File: src/rtl/hazard_fwd_unit_pkg.sv
// hazard_fwd_unit_pkg: shared constants and helpers for the hazard/forwarding unit
package hazard_fwd_unit_pkg;
   localparam int X0 = 0;
   localparam int CNT_W = 32;
   typedef logic [CNT_W-1:0] cnt_t;
   function automatic cnt_t sat_inc(input cnt_t c);
      return (c == '1) ? c : c + cnt_t'(1);
   endfunction
endpackage

File: src/rtl/hazard_fwd_unit_fwd_port_mux.sv
// hazard_fwd_unit_fwd_port_mux: per-read-port youngest-match forwarding with write-back bypass
module hazard_fwd_unit_fwd_port_mux
   import hazard_fwd_unit_pkg::*;
#(
   parameter int XLEN = 32,
   parameter int AW = 5,
   parameter int NSTAGE = 2,
   parameter int LOAD_STG = 1
) (
   input  logic [AW-1:0]          addr,
   input  logic [XLEN-1:0]        rf_data,
   input  logic [NSTAGE-1:0]      ent_v,
   input  logic [NSTAGE*AW-1:0]   ent_rd,
   input  logic [NSTAGE-1:0]      ent_ld,
   input  logic [NSTAGE*XLEN-1:0] stg_data,
   input  logic                   wb_we,
   input  logic [AW-1:0]          wb_addr,
   input  logic [XLEN-1:0]        wb_data,
   output logic [XLEN-1:0]        op_data,
   output logic                   hazard
);
   logic            hit, hit_rdy, nz;
   logic [XLEN-1:0] hit_data;
   assign nz = addr != AW'(X0);
   // Walk oldest to youngest so the youngest match is the last one written
   always_comb begin
      hit = 1'b0;
      hit_rdy = 1'b0;
      hit_data = '0;
      for (int s = NSTAGE - 1; s >= 0; s--)
         if (ent_v[s] && ent_rd[s*AW +: AW] == addr && nz) begin
            hit = 1'b1;
            hit_rdy = !ent_ld[s] || s >= LOAD_STG;
            hit_data = stg_data[s*XLEN +: XLEN];
         end
   end
   assign hazard = hit & ~hit_rdy;
   assign op_data = hit ? hit_data
                  : (wb_we && wb_addr == addr && nz) ? wb_data : rf_data;
endmodule

File: src/rtl/hazard_fwd_unit.sv
// hazard_fwd_unit: in-flight destination scoreboard, operand forwarding and stall generation
module hazard_fwd_unit
   import hazard_fwd_unit_pkg::*;
#(
   parameter int XLEN = 32,
   parameter int AW = 5,
   parameter int NREAD = 2,
   parameter int NSTAGE = 2,
   parameter int LOAD_STG = 1
) (
   input  logic                   clk,
   input  logic                   rst,
   input  logic                   id_valid,
   input  logic [NREAD*AW-1:0]    id_rs_addr,
   input  logic [NREAD*XLEN-1:0]  id_rs_data,
   input  logic [AW-1:0]          id_rd,
   input  logic                   id_regw,
   input  logic                   id_is_load,
   input  logic                   flush,
   input  logic                   mem_wait,
   input  logic [NSTAGE*XLEN-1:0] stg_data,
   input  logic                   wb_we,
   input  logic [AW-1:0]          wb_addr,
   input  logic [XLEN-1:0]        wb_data,
   output logic [NREAD*XLEN-1:0]  op_data,
   output logic                   stall,
   output logic [NSTAGE-1:0]      stg_valid,
   output logic [31:0]            stall_count
);
   logic [NSTAGE-1:0]    v, ld;
   logic [NSTAGE*AW-1:0] rd;
   logic [NREAD-1:0]     hazard;
   logic                 haz_stall;
   for (genvar p = 0; p < NREAD; p++) begin : g_port
      hazard_fwd_unit_fwd_port_mux #(
         .XLEN(XLEN), .AW(AW), .NSTAGE(NSTAGE), .LOAD_STG(LOAD_STG)
      ) u_mux (
         .addr(id_rs_addr[p*AW +: AW]),
         .rf_data(id_rs_data[p*XLEN +: XLEN]),
         .ent_v(v),
         .ent_rd(rd),
         .ent_ld(ld),
         .stg_data(stg_data),
         .wb_we(wb_we),
         .wb_addr(wb_addr),
         .wb_data(wb_data),
         .op_data(op_data[p*XLEN +: XLEN]),
         .hazard(hazard[p])
      );
   end
   assign haz_stall = id_valid & |hazard;
   assign stall = mem_wait | haz_stall;
   assign stg_valid = v;
   always_ff @(posedge clk or posedge rst)
      if (rst) begin
         v <= '0;
         ld <= '0;
         rd <= '0;
         stall_count <= '0;
      end else begin
         if (stall) stall_count <= sat_inc(stall_count);
         // A memory wait freezes everything, including a pending flush
         if (!mem_wait) begin
            for (int s = NSTAGE - 1; s > 0; s--) begin
               v[s] <= (s == 1 && flush) ? 1'b0 : v[s-1];
               ld[s] <= ld[s-1];
               rd[s*AW +: AW] <= rd[(s-1)*AW +: AW];
            end
            v[0] <= id_valid & id_regw & ~flush & ~haz_stall & (id_rd != AW'(X0));
            ld[0] <= id_is_load;
            rd[0 +: AW] <= id_rd;
         end
      end
endmodule

File: config.mk
export PLATFORM = sky130hd
export DESIGN_NAME = hazard_fwd_unit
export DESIGN_NICKNAME = d
export VERILOG_FILES = /design/src/rtl/hazard_fwd_unit_pkg.sv /design/src/rtl/hazard_fwd_unit_fwd_port_mux.sv /design/src/rtl/hazard_fwd_unit.sv
export SDC_FILE = /design/constraint.sdc
export NUM_CORES = 1
export LEC_CHECK = 0
export ABC_CLOCK_PERIOD_IN_PS = 3200
export CAP_MARGIN = 25
export CORE_ASPECT_RATIO = 0.7
export CORE_UTILIZATION = 35
export CTS_BUF_LIST = sky130_fd_sc_hd__clkbuf_2
export CTS_CLUSTER_DIAMETER = 50
export DETAILED_ROUTE_END_ITERATION = 8
export MAX_ROUTING_LAYER = met4
export PLACE_DENSITY = 0.77
export SLEW_MARGIN = 10
export SYNTH_ARGS = -nofsm -noshare
export SYNTH_HDL_FRONTEND = slang
export SYNTH_SLANG_ARGS = --single-unit
export TNS_END_PERCENT = 10
File: constraint.sdc
create_clock -name clk -period 3.2 [get_ports clk]
set_clock_uncertainty 0.05 [all_clocks]
set_input_delay 0.32 -clock clk [delete_from_list [all_inputs] [get_ports clk]]
set_output_delay 0.32 -clock clk [all_outputs]
set_load 0.005 [all_outputs]
==> results of run 1 <==
[routing by layer]
| metal | GRT usage (%) | up-vias | part of all wire, % |
|---|---|---|---|
| met1 | 36.1 | 2535 | 44 |
| li1 | - | 2493 | - |
| met5 | - | - | 0 |
| met4 | 6.22 | 0 | 1.5 |
| met3 | 4.24 | 20 | 5.5 |
| met2 | 47.2 | 215 | 49 |
[path summary, 6_finish.rpt]
| check | start | to | slack [ps] |
|---|---|---|---|
| setup reg to reg | stall_count[13] | stall_count[6] | 660 |
| hold / removal | rst | stg_valid[1] | 200 |
| max in group asynchronous | rst | stall_count[6] | 2430 |
| setup / recovery | rd[4] | op_data[11] | -90 |
| hold reg to reg | stall_count[15] | stall_count[15] | 460 |
| min in group clk | flush | stg_valid[1] | 360 |
[stage by stage]
step                cell area (µm²)  total power [W]  instances
floorplan                      4550         0.000976        513
global placement               7940          0.00149        974
detailed placement             7940          0.00151        974
CTS                            8000          0.00175        988
global route                   8100          0.00183        994
finish                         8100          0.00174        994
[layout by cell type, fill, tap and decap left out, drive strengths merged, types with 7 or more instances in the layout]
master	n
xnor2	34
clkbuf	8
buf	55
nand3	9
xor2	26
nand2	18
mux2	76
clkdlybuf4s50	225
nand4	22
nor3	10
mux2i	64
and3	7
a21oi	64
dlymetal6s2s	8
dfrtp	45
nor2	74
nor4	9
dlygate4sd2	52
[sequential cells by signal, indices dropped and copies added (netlist names)]
| signal | count |
|---|---|
| rd | 10 |
| ld | 1 |
| stall_count | 32 |
| stg_valid | 2 |
[power breakdown]
part / total, W / leakage, nW / switching [W] / internal, W
logic: 0.000789 / 2.61 / 0.000284 / 0.000505
clock network: 0.000262 / 0.0252 / 0.000205 / 0.0000562
registers: 0.000693 / 0.593 / 0.0000719 / 0.000621
[layout make-up]
class / count / share of cell area (%)
Timing Repair Buffer: 342 / 41.9
Multi-Input combinational cell: 435 / 41.0
Tap cell: 162 / 2.50
Clock inverter: 2 / 0.185
Inverter: 2 / 0.0926
Clock buffer: 6 / 0.371
Sequential cell: 45 / 13.9
[worst register-to-register path, cell delays in order, from the launching register on]
cell	delay, ps
dfrtp_1	470
and3_1	330
nand4_2	230
or4_1	730
o311a_1	350
nand3_1	190
xnor2_1	130
[kinds of logic after synthesis]
| family | Yosys count | share of synthesized area [%] |
|---|---|---|
| and+or+nand+nor | 162 | 18.2 |
| muxes | 140 | 32.9 |
| AOI/OAI and AO/OA | 72 | 8.72 |
| xor gates and xnor gates | 60 | 11.6 |
| DFF | 45 | 24.8 |
| buffers and inverters | 33 | 3.63 |
| adders and majority gates | 1 | 0.275 |
[repair_timing]
item,in CTS,in global routing
buffers inserted,6,5
setup endpoints to repair,65,60
pin swaps,6,8
hold buffers,0,0
resized for setup,62,18
cloned,0,1
==> impl_metrics.tcl, run 1 <==
set metrics [dict create \
    status "complete, but fails checks" \
    violations "DRC, setup timing" \
    p_per_area_nw_per_um2 215 \
    drt_iter0_drc 293 \
    period_share_pct 103 \
    fin_tns_setup_ps -292 \
    htree_num_levels 2 \
    synthTopCellsByArea "dfrtp_1 25%, mux2_2 19%, mux2i_1 14%" \
    required_ps 2830 \
    row_count 34 \
    fin_crit_ps 3290 \
    coreArea_um2 12500 \
    async_reset_ff_share_pct 100 \
    synth_warnings 0 \
    ant_nets 0 \
    critPathTopFamily "buffers and inverters" \
    slowest_delay_ps 510 \
    yosysMostFrequentCell "mux2_2" \
    hold_ws_ps 201 \
    drive_above_1_share_pct 19.4 \
    path_cells "xnor2_1 > nand4_1 > nor4_4 > buf_12 > mux2_2 > nor2_1 > a21oi_1 > clkdlybuf4s50_1" \
    initial_utilization_pct 36.2 \
    grt_pass1_wl_um 29000 \
    insertion_delay_ps 470 \
    gp_congestion 1.03 \
    cp-start-kind "register" \
    syn-num-nets 702 \
    maxSlewHeadroom_pct 60.3 \
    cp.depth 8 \
    routed_wirelength_um 19200 \
    synth_common_cells "76 x mux2_2, 71 x nor2_1, 64 x a21oi_1, 64 x mux2i_1, 45 x dfrtp_1" \
    clockBufferDepth 2 \
    grt_overflow 0 \
    synth_top_area_share_pct 24.8 \
    worst_slack_ps -93.2 \
    vias_per_cell 5.29 \
    fillers 1044 \
    leakage_nw 3.23 \
    numClockSinks 45 \
    synth_edf_count 0 \
    root_buffer "clkbuf_2" \
    critPathBufInv 2 \
    synth_cells 513 \
    die_w_um 138 \
    rsz0062_at_grt "true" \
    track_usage_pct 28.2 \
    drc_errors 24 \
    dr.pass1.iters 7 \
    peakVddDrop_mv 0.166 \
    ys_seq_elements 45 \
    ys_seq_area_share_pct 24.8 \
    grt_pass1_vias 5359 \
    post-place-ws_ps -385 \
    path_class "reg -> out" \
    arrival_ps 2920 \
    finalNetCount 1020 \
    grt_max_degree 46 \
    crit_path_end_kind "output port" \
    dp_hpwl_um 15100 \
    num_io_pins 287 \
    cts_tree "done" \
    synth_top_area_cell "dfrtp_1" \
    multi_input_area_um2 3320 \
    tightestPinTransition_ps 595 \
    die_h_um 97.4 \
    synth_area_um2 4550 \
    hold_viol_final 0 \
    final_util_pct 64.6 \
    regArea_um2 1130 \
    numCtsBuffers 5 \
    timing.fmax_ghz 0.304 \
    wl_per_cell_um 19.3 \
    reg2regPathDepth 6 \
    cp_slowest_cell "dfrtp_1" \
    path_max_fanout 27 \
    maxCapViolCount 0 \
    n_antenna_cell 0 \
    yosysUniqueCellTypes 35 \
    synthFlopType "dfrtp_1" \
    numPortBuffers 286 \
    drv_slew 0 \
    die-area_um2 13500 \
    syn_area_per_cell_um2 8.87 \
    grt_antenna_before_repair 0 \
    area_growth_syn_to_layout_pct 78.2 \
    setup_violations 6 \
    via_count 5263 \
    hp-class "in -> async" \
    clkSlewWorstSetupHoldPaths_ps 280 \
]
Power figures use the tool's default switching activity.
==> inputs of run 2 (changes only) <==
ABC_CLOCK_PERIOD_IN_PS = 3020   (was 3200)
PLACE_DENSITY = 0.8   (was 0.77)
clock period = 3.02 ns   (was 3.2 ns; I/O delays follow)
==> impl_metrics.tcl, run 2 (synthesis results as in run 1) <==
set metrics [dict create \
    status "complete, but fails checks" \
    violations "DRC, setup timing" \
    drive_above_1_share_pct 36.4 \
    die_w_um 138 \
    htree_num_levels 2 \
    crit_path_end_kind "output port" \
    maxCapViolCount 0 \
    grt_pass1_vias 5818 \
    insertion_delay_ps 440 \
    layout_common_cells "214 x clkdlybuf4s50_1, 73 x buf_4, 63 x mux2i_1" \
    timing.fmax_ghz 0.327 \
    cp_common_cell "buf_4" \
    layout_commonest_cell "clkdlybuf4s50_1" \
    hold_buffers 0 \
    p_per_area_nw_per_um2 222 \
    area_growth_syn_to_layout_pct 93.9 \
    hold_ws_ps 225 \
    dp_hpwl_um 15300 \
    initial_utilization_pct 36.2 \
    routed_wirelength_um 21100 \
    tightestPinTransition_ps 681 \
    grt_max_degree 46 \
    cp_slowest_cell "clkdlybuf4s50_1" \
    die-area_um2 13500 \
    arrival_ps 2710 \
    clockBufferDepth 2 \
    cts_tree "done" \
    coreArea_um2 12500 \
    regMostFlops "stall_count" \
    path_class "in -> out" \
    ant_nets 0 \
    rsz0062_at_grt "true" \
    track_usage_pct 30.7 \
    p_total_w 0.00196 \
    worst_slack_ps -41.8 \
    setup_violations 5 \
    drt_iter0_drc 341 \
    required_ps 2670 \
    maxSlewHeadroom_pct 54.3 \
    die_h_um 97.4 \
    path_max_fanout 6 \
    drc_errors 26 \
    via_count 5605 \
    vias_per_cell 5.33 \
    finalNetCount 1077 \
    largest_reg_flops 32 \
    hp-class "in -> async" \
    fin_crit_ps 3060 \
    root_buffer "clkbuf_2" \
    dr.pass1.iters 7 \
    grt_antenna_before_repair 0 \
    clkSlewWorstSetupHoldPaths_ps 250 \
    grt_pass1_wl_um 31500 \
    numPortBuffers 286 \
    hold_viol_final 0 \
    drv_slew 0 \
    slowest_delay_ps 510 \
    numClockSinks 45 \
    peakVddDrop_mv 0.197 \
    cp-start-kind "primary input" \
    num_io_pins 287 \
    gp_congestion 0.974 \
    path_cells "clkdlybuf4s50_1 > buf_4 > xor2_1 > nor4_4 > buf_4 > buf_12 > bufbuf_16 > mux2_4 > nor2_4 > a21oi_2 > clkdlybuf4s15_2" \
    numCtsBuffers 5 \
    period_share_pct 101 \
    grt_overflow 0 \
    wl_per_cell_um 20.1 \
    n_antenna_cell 0 \
    leakage_nw 3.56 \
    row_count 34 \
]
==> run 2: cell count changes in the layout (fill, tap and decap cells not counted), sizes merged, moves of 5 or more <==
cell,change
clkbuf,+19
dlygate4sd2,-43
clkdlybuf4s50,-11
clkdlybuf4s15,+7
buf,+88
dlymetal6s2s,-5
==> run 2: layout make-up <==
cell class                      instances  area, µm²
Timing Repair Buffer                  399       3820
Fill cell                             934       3730
Multi-Input combinational cell        435       3600
Sequential cell                        45       1130
Tap cell                              162        203
Clock inverter                          3       41.3
Clock buffer                            5       25.0
Inverter                                2       7.51
==> run 2: repair_timing <==
item,in CTS,in global routing
gates resized for setup,218,118
endpoints found under the setup margin,65,65
gates cloned,5,1
buffers inserted,35,10
pin swaps,16,21
==> run 2: metrics by stage <==
| stage | setup TNS (ps) | worst slack [ps] | cell area (µm²) | cells | util [%] |
|---|---|---|---|---|---|
| 6_report | -74.0 | -41.8 | 8820 | 1051 | 70.3 |
| 2_1_floorplan | 0 | 790 | 4550 | 513 | - |
| 3_5_place_dp | -16930 | -369 | 8130 | 995 | 64.8 |
| 4_1_cts | -4120 | -197 | 8690 | 1043 | 69.3 |
| 3_3_place_gp | -20440 | -524 | 8110 | 994 | 64.7 |
| 5_1_grt | -2920 | -167 | 8820 | 1051 | 70.3 |
==> run 2: final timing paths <==
kind | from | to | slack, ps | cells past startpoint
max | id_rs_addr[0] | op_data[25] | -40 | 11
min | rst | stall_count[30] | 220 | 3
max reg2reg | stall_count[13] | stall_count[3] | 400 | 6
min reg2reg | stall_count[18] | stall_count[18] | 460 | 1
max in group asynchronous | rst | stall_count[10] | 2270 | 3
min in group clk | flush | stg_valid[1] | 380 | 2
==> run 2: critical path, delay by kind of cell <==
kind                   cells  cell delay, ps
AO/OA/AOI/OAI              1              40
multiplexers               1             310
AND/OR/NAND/NOR            2             390
XOR/XNOR                   1             180
buffers and inverters      6            1490
==> run 2: power by group <==
part           leakage [nW]  internal (W)  switching, W  total [W]
logic                  2.93      0.000546      0.000333   0.000879
registers             0.594      0.000658     0.0000770   0.000735
clock network        0.0366      0.000137      0.000209   0.000345
==> run 2: layer usage <==
layer | up-vias | part of all wire [%] | routed length, µm | GRT usage, %
met4 | 0 | 2.6 | 555 | 8.38
met2 | 229 | 49 | 10400 | 52.4
li1 | 2601 | - | - | -
met5 | - | 0 | 0 | -
met1 | 2729 | 43 | 9020 | 37.8
met3 | 46 | 5.3 | 1130 | 4.73
==> inputs of run 3 (changes only) <==
HOLD_SLACK_MARGIN = 0.05   (was unset)
SKIP_LAST_GASP = 1   (was unset)
==> impl_metrics.tcl, run 3 (synthesis results as in run 1) <==
set metrics [dict create \
    grt_pass1_wl_um 31100 \
    slowest_delay_ps 590 \
    numClockSinks 45 \
    via_count 5597 \
    wl_per_cell_um 19.8 \
    violations "DRC, setup timing" \
    regMostFlops "stall_count" \
    row_count 34 \
    die_w_um 138 \
    internal_power_w 0.00135 \
    grt_pass1_vias 5784 \
    p_total_w 0.00196 \
    r2r-start "stall_count[0]" \
    crit_path_end "stall" \
    root_buffer "clkbuf_2" \
    vias_per_cell 5.33 \
    arrival_ps 2750 \
    setup_violations 21 \
    regToRegSetupSlack_ps 380 \
    maxSlewHeadroom_pct 61.1 \
    drv_slew 0 \
    numCtsBuffers 5 \
    grt_antenna_before_repair 0 \
    hp-class "in -> async" \
    routed_wirelength_um 20800 \
    hold_buffers 0 \
    layout_common_cells "214 x clkdlybuf4s50_1, 77 x buf_4, 66 x mux2_2" \
    p_sw_share_pct 31.4 \
    pwr-share-comb_pct 44.7 \
    layout_commonest_cell "clkdlybuf4s50_1" \
    grt_max_degree 46 \
    worst_slack_ps -85.0 \
    clkSlewWorstSetupHoldPaths_ps 250 \
    clockBufferDepth 2 \
    ant_nets 0 \
    drc_errors 26 \
    n_antenna_cell 0 \
    drive_above_1_share_pct 32.4 \
    timing.fmax_ghz 0.322 \
    tightestPinTransition_ps 583 \
    r2r_end "stall_count[3]" \
    coreArea_um2 12500 \
    num_io_pins 287 \
    cts_tree "done" \
    gp_congestion 0.974 \
    maxCapViolCount 0 \
    period_share_pct 103 \
    dr.pass1.iters 7 \
    final_util_pct 70.0 \
    rsz0062_at_grt "true" \
    cp-start-kind "primary input" \
    status "complete, but fails checks" \
    track_usage_pct 30.3 \
    cp_common_cell "buf_4" \
    cp-startpoint "id_rs_addr[0]" \
    drt_iter0_drc 357 \
    placed_cells 995 \
    p_switching_w 0.000615 \
    seq_power_share_pct 37.4 \
    place_area_um2 8130 \
    instances_no_fill 1050 \
    path_cells "clkdlybuf4s50_1 > buf_4 > xor2_1 > nor4_4 > buf_4 > buf_4 > bufbuf_16 > o211a_1 > or2_2 > dlygate4sd2_1" \
    grt_overflow 0 \
    cp_slowest_cell "clkdlybuf4s50_1" \
    required_ps 2670 \
    htree_num_levels 2 \
    reg2regPathDepth 6 \
    area_growth_syn_to_layout_pct 93.2 \
    fin_tns_setup_ps -500 \
    path_class "in -> out" \
    final_area_um2 8780 \
    crit_path_end_kind "output port" \
    die_h_um 97.4 \
    insertion_delay_ps 450 \
    largest_reg_flops 32 \
    numPortBuffers 286 \
    fin_crit_ps 3100 \
    leakage_nw 3.56 \
    peakVddDrop_mv 0.198 \
    hold_viol_final 0 \
    finalNetCount 1076 \
    initial_utilization_pct 36.2 \
    dp_hpwl_um 15300 \
    p_per_area_nw_per_um2 223 \
    die-area_um2 13500 \
    path_max_fanout 6 \
    pwr-share-clk_pct 17.8 \
]
run 3: repair_timing:
item	4_1_cts	5_1_grt
setup endpoints to repair	65	65
gates cloned	5	2
setup buffers	35	8
gates resized for setup	108	144
pin swaps	14	29
run 3: final cells by class:
class	count	area, µm²
fill	933	3760
multi-input combinational	435	3490
clock buffer	5	25.0
tap	162	203
clock inverter	3	41.3
timing repair buffer	398	3890
inverter	2	7.51
sequential	45	1130
run 3: layer usage:
metal	GRT usage, %	share of wire [%]	vias to the layer above
met5	-	0	-
met4	7.17	2.4	0
met3	4.53	5.5	43
met2	52.0	49	241
met1	37.7	43	2715
li1	-	-	2598
run 3: stage by stage:
| step | worst slack (ps) | hold WS (ps) |
|---|---|---|
| after global routing | -154 | 258 |
| after floorplan | 790 | 359 |
| after global placement | -524 | 424 |
| after detailed placement | -369 | 441 |
| after CTS | -226 | 248 |
| final | -85.0 | 211 |
run 3: power by group through the flow:
stage | Clock [W] | Sequential (W) | Combinational, W
3_5_place_dp | 0 | 0.000744 | 0.000868
5_1_grt | 0.000375 | 0.000745 | 0.000933
3_3_place_gp | 0 | 0.000740 | 0.000845
2_1_floorplan | 0 | 0.000732 | 0.000303
4_1_cts | 0.000347 | 0.000732 | 0.000855
6_report | 0.000350 | 0.000734 | 0.000877
run 3: worst min path at each step:
stage,to,cells past startpoint,from
after floorplan,stg_valid[1],1,flush
after global placement,stall_count[15],1,stall_count[15]
after detailed placement,stall_count[18],1,stall_count[18]
after CTS,stall_count[30],3,rst
after global routing,stg_valid[0],3,rst
final,stall_count[30],3,rst
run 3: critical path, delay by kind of cell:
family / cells / cell delay, ps
buf+inv: 6 / 1600
simple gates: 2 / 360
xor+xnor: 1 / 260
compound gates: 1 / 230
